File: src/rtl/dec_lut_decoder20_clk.sv
// Iterative code-word to index decoder: N = floor(W / DIV), one quotient bit per clock.
// Optional DEC_CLAMP_EN clamps N to 2^(N_BITS-1)-1 before it is written.
module dec_lut_decoder20_clk #(
   parameter int W_BITS = 34,
   parameter int N_BITS = 21,
   parameter int DIV    = 16383
) (
   input  logic              clk,
   input  logic              rst_n,
   input  logic [W_BITS-1:0] W,
   output logic [N_BITS-1:0] N,
   output logic              found
);

   localparam int REM_W = $clog2(DIV) + 1;
   localparam int CNT_W = $clog2(N_BITS + 1);
   localparam logic [REM_W:0] DIV_X = (REM_W + 1)'(DIV);
   localparam logic [CNT_W-1:0] LAST = CNT_W'(N_BITS - 1);

   typedef enum logic {
      IDLE,
      RUN
   } state_t;

   state_t            state, state_d;
   logic [W_BITS-1:0] wq, wq_d;
   logic [REM_W-1:0]  rem, rem_d;
   logic [N_BITS-1:0] quo, quo_d;
   logic [CNT_W-1:0]  cnt, cnt_d;
   logic [N_BITS-1:0] n_q, n_d;
   logic              done, done_d;
   logic              pend, pend_d;

   logic [REM_W:0]    rem_sh;
   logic              q_bit;
   logic [N_BITS-1:0] result;
   logic              w_same;

   assign w_same = (W == wq);
   assign found  = done & w_same;
   assign N      = n_q;

   // quo holds the not-yet-consumed dividend bits; quotient bits shift in at the LSB
   assign rem_sh = {rem, quo[N_BITS-1]};
   assign q_bit  = (rem_sh >= DIV_X);

`ifdef DEC_CLAMP_EN
   always_comb begin
      result = {quo[N_BITS-2:0], q_bit};
      if (result[N_BITS-1])
         result = {1'b0, {(N_BITS-1){1'b1}}};
   end
`else
   assign result = {quo[N_BITS-2:0], q_bit};
`endif

   always_comb begin
      state_d = state;
      wq_d    = wq;
      rem_d   = rem;
      quo_d   = quo;
      cnt_d   = cnt;
      n_d     = n_q;
      done_d  = done;
      pend_d  = pend;
      unique case (state)
         IDLE: begin
            if (pend || !w_same) begin
               // high bits seed the remainder; they are below DIV so their quotient bits are 0
               wq_d    = W;
               rem_d   = REM_W'(W[W_BITS-1:N_BITS]);
               quo_d   = W[N_BITS-1:0];
               cnt_d   = '0;
               done_d  = 1'b0;
               pend_d  = 1'b0;
               state_d = RUN;
            end
         end
         RUN: begin
            rem_d = q_bit ? REM_W'(rem_sh - DIV_X) : REM_W'(rem_sh);
            quo_d = {quo[N_BITS-2:0], q_bit};
            cnt_d = cnt + CNT_W'(1);
            if (cnt == LAST) begin
               state_d = IDLE;
               if (w_same) begin
                  n_d    = result;
                  done_d = 1'b1;
               end
            end
         end
         default: state_d = IDLE;
      endcase
   end

   always_ff @(posedge clk or negedge rst_n) begin
      if (!rst_n) begin
         state <= IDLE;
         wq    <= '0;
         rem   <= '0;
         quo   <= '0;
         cnt   <= '0;
         n_q   <= '0;
         done  <= 1'b0;
         pend  <= 1'b1;
      end else begin
         state <= state_d;
         wq    <= wq_d;
         rem   <= rem_d;
         quo   <= quo_d;
         cnt   <= cnt_d;
         n_q   <= n_d;
         done  <= done_d;
         pend  <= pend_d;
      end
   end

endmodule

File: config.mk
export PLATFORM = sky130hd
export DESIGN_NAME = dec_lut_decoder20_clk
export DESIGN_NICKNAME = d
export VERILOG_FILES = /design/src/rtl/dec_lut_decoder20_clk.sv
export SDC_FILE = /design/constraint.sdc
export NUM_CORES = 1
export LEC_CHECK = 0
export CAP_MARGIN = 20
export CORE_MARGIN = 4
export CORE_UTILIZATION = 55
export DETAILED_ROUTE_END_ITERATION = 10
export GPL_TIMING_DRIVEN = 0
export PLACE_DENSITY = 0.78
export SKIP_LAST_GASP = 1
export SYNTH_ARGS = -nofsm -noshare
export SYNTH_HDL_FRONTEND = slang
export SYNTH_SLANG_ARGS = --single-unit
File: constraint.sdc
create_clock -name clk -period 5.3 [get_ports clk]
set_clock_uncertainty 0.15 [all_clocks]
set_input_delay 0.795 -clock clk [delete_from_list [all_inputs] [get_ports clk]]
set_output_delay 0.795 -clock clk [all_outputs]
set_load 0.02 [all_outputs]
# Word-level counts from Yosys, hierarchy flattened
# Index checks and enable logic that the tools add are counted.
# totals
ff_bits	99
input_bits	36
# op_classes
addsub	2
order_cmp	1
n_eq_ne	5
n_mux	14
bitwise	2
n_reduce_logical	5
# op_table
cell	count
case mux 21 bit (2 select lines)	1
equality test 34 bit	1
two-way mux 15 bit	2
case mux 15 bit (2 select lines)	1
two-way mux 21 bit	1
greater-or-equal comparator 16 x 14 -> 1 bit (second input constant)	1
subtractor 15 x 14 -> 15 bit (second input constant)	1
case mux 5 bit (2 select lines)	1
AND reduction 3 bit	2
adder 5 x 1 -> 5 bit (second input constant)	1
equality test 5 bit (second input constant)	1
two-way mux 1 bit	5
two-way mux 5 bit	1
!= test 2 x 1 -> 1 bit (second input constant)	2
case mux 1 bit (2 select lines)	2
!= test 2 bit (second input constant)	1
AND reduction 2 bit	1
bitwise AND 1 bit	1
zero test 1 bit	1
logical OR 1 bit	1
NOT 1 bit	1

# Logic depth before layout (Yosys ltp)
# logic_depth
word_depth	5
depth_mapped	8

# Least setup slack after synthesis
# OpenSTA, ideal clock, no wires.
# synth_timing
path_type	input -> output
start	input W[4]
end	output found
arrival_time_ns	2.098
slack_ns	2.257
path_stages	4
n_path_buf	0
path_cell_list	xnor2_1 -> nand4_1 -> or4_4 -> nor3_1
# synth_via
elab_chain_len	2
# synth_lines
item	line_no	source
start: declaration	10	input logic [W_BITS-1:0] W,
equality test 34 bit	39	assign w_same = (W == wq);
bitwise AND 1 bit	40	assign found = done & w_same;
end: declaration	12	output logic found
# Every way passes these cells.

# Final worst setup path
# layout_timing
start	input W[28]
end	output found
# The elaborated chain is that of the path after synthesis.

==> results.md <==
* Synth top area share at 52.2%
* Main synth FF type: dfrtp_1
* Relative slew slack at 46.0%
* Area of the multi-input gates at 1970 um2
* Register bit total from synthesis at 99
* CTS Root Cell: clkbuf_8
* Post-synthesis async set-or-reset flop share at 100%
* GP Congestion at 0.873
* Mean Syn Cell Area at 10.8 um2
* Multiplexer area fraction after synthesis at 11.3%
* Vias per cell at 5.80
* # H-tree levels at 3
* Worst setup SP type: input pin
* Xor and xnor area share after synthesis at 9.13%
* Tightest Pin Transition at 0.790 ns
* Leak pwr at 2.44 nW
* Minimum clock period at 4.25 ns
* Ant diodes at 0
* Period utilization at 80.2%
* Worst path cell trace: clkdlybuf4s50_1, xnor2_1, nand4_1, or4_4, nor3_1, clkdlybuf4s50_1
* Final hold violation count at 0
* Post-DP HPWL at 8070 um
* DP Cell Count at 600
* Syn nets at 476
* Hold Path Class: input pin to asynchronous set/reset pin
* IO Pins at 58
* Cell area power density at 253 nW/um2
* Count leader, synth: dfrtp_1
* Adder-cell share of the synthesized area at 0.799%
* Synth Cell Area at 4700 um2
* Row cnt at 33
* Placed Area at 5430 um2
* Final core utilization at 67.9%
* Vias in the first global route at 3,674
* Slowest CP cell: clkdlybuf4s50_1
* Netlist cell types at 38
* CTS buffer count at 9
* Compound-gate portion of the synthesized area at 9.56%
* Slew Viols, Final at 0
* Design area at 5610 um2
* Detailed-route via count at 3,573
* Crit Path Category: input pin to output pin
* CP top delay family: buffers and inverters
* DRC at 0
* Clock Sink Count at 99
* Top cells by area, synth: dfrtp_1 52%, xnor2_1 7.3%, mux2_2 7.2%
* Crit. Startpoint: W[28]
* Crit-path max FO at 3
* RSZ-0062 raised after global routing: no
* Reg-to-Reg Start: wq[28]
* Final Power at 1.42 mW
* DR pass1 iterations at 5
* Synth warnings at 0
* Status: completed
* Simple-Gate Fraction of Synth Area at 11.1%
* Finished Layout Cells at 616
* Combinational family with the most area after synthesis: multiplexers
* EDFF count, synth at 0
* Mapped Cells at 437
* Commonest cells in the netlist: 98 x dfrtp_1, 62 x nand2_1, 39 x inv_1, 39 x xnor2_1, 30 x mux2_2
* Die Span X at 100 um
* Crit end category: output pin
* Average wire per standard cell at 18.1 um
* FILL cells at 666
* Initial DRC count at 295
* Buffers on Ports at 57
* Peak Freq at 235 MHz
* Bufs on Longest Clock Path at 2
* Pin count of the biggest net entering global routing at 65
* Min Hold Slack at 0.222 ns
* Post-synthesis sequential area ratio at 52.7%
* Final wirelength at 11,200 um
* Setup TNS at 0 ns
* Syn-to-layout area delta at 19.4%
* Final setup margin at 1.05 ns
* Layout cells sized above 1 at 11.5%
* Initial antenna violation count at 0
* Post-CTS Hold Buffers at 0
* Clock latency on the worst-skew pair at 0.37 ns
* Max VDD drop at 0.000155 V
* GRT Overall Usage at 23.7%
* Core Footprint at 8260 um2
* Layout Nets at 545
* Largest area contributor in the netlist: dfrtp_1
* Most used cell, CP: clkdlybuf4s50_1
* Maxcap violations at 0
* First-pass GRT wire length at 18,400 um
* Post-route ant nets at 0
* Buf/Inv on CP at 2
* Post-CTS setup buffer count at 0
* Pre-CTS setup slack at 1.02 ns
* Worst EP arrival at 3.30 ns
* Storage cell area at 2480 um2
* Crit-path max cell delay at 0.67 ns
* Starting density of the core at 56.9%
* Clock-pin slew on the worst setup and hold paths at 0.10 ns
* Post-cts resize count at 0
* # setup viols final at 0
* WP data required at 4.36 ns
* Vert. Die Dim at 100 um
* Die area at 10,100 um2
* CTS tree: done
* Grt ovf at 0
==> layout by cell type (no fill, tap or decap), drive strengths merged, types with 8 or more instances in the layout <==
cell,count
dfrtp,98
nand2,62
clkdlybuf4s50,56
inv,42
xnor2,39
mux2,32
clkbuf,27
o21ai,25
mux2i,17
nand4,13
o221ai,12
o311ai,11
xor2,10
nand3,8
buf,8
==> sequential cells by signal (all words and copies together), names as in the netlist <==
name and cells:
rem 15, state 1, N 21, quo 21, done 1, cnt 5
wq 34, pend 1
==> worst register-to-register path, stage by stage, from the launching register on <==
cell      delay [ns]
dfrtp_1         0.40
xnor2_1         0.29
nand4_1         0.21
nor4_1          0.36
nand4_1         0.34
clkbuf_1        0.38
o311ai_1        0.39
==> final cells by class <==
| class | count | area share (%) |
|---|---|---|
| plain buffers | 23 | 1.90 |
| clock buffers | 10 | 2.27 |
| clock inverters | 6 | 1.00 |
| inverters | 39 | 2.61 |
| multi-input cells | 276 | 35.1 |
| flip-flops and latches | 99 | 44.2 |
| well taps | 105 | 2.34 |
| repair buffers | 58 | 10.6 |
==> path summary, 6_finish.rpt <==
check                                to  slack, ns  cells past startpoint
min in group clk                   pend       0.35                      2
worst max register to register  quo[13]       2.68                      6
worst max-delay path              found       1.05                      6
max in group asynchronous       rem[14]       4.11                      2
worst min-delay path               N[8]       0.22                      1
worst min register to register     pend       0.35                      2
==> cells by family after synthesis <==
group,Yosys count
buffers and inverters,62
XOR/XNOR,49
AO/OA/AOI/OAI,66
adder cells (fa/ha/maj),3
AND/OR/NAND/NOR,109
multiplexers,49
flip-flops,99
==> layer usage <==
layer	wire length (um)	vias up	track usage, %
met2	5500	133	38.5
met3	679	25	3.89
met4	259	0	9.22
li1	-	1640	-
met1	4720	1775	32.1
met5	0	-	0
==> report_power, final <==
part	total [mW]	switching, mW	leakage, nW	internal (mW)
logic	0.143	0.0711	1.13	0.0721
clock network	0.459	0.278	0.0909	0.181
registers	0.817	0.0302	1.21	0.787
Power figures use the tool's default switching activity.
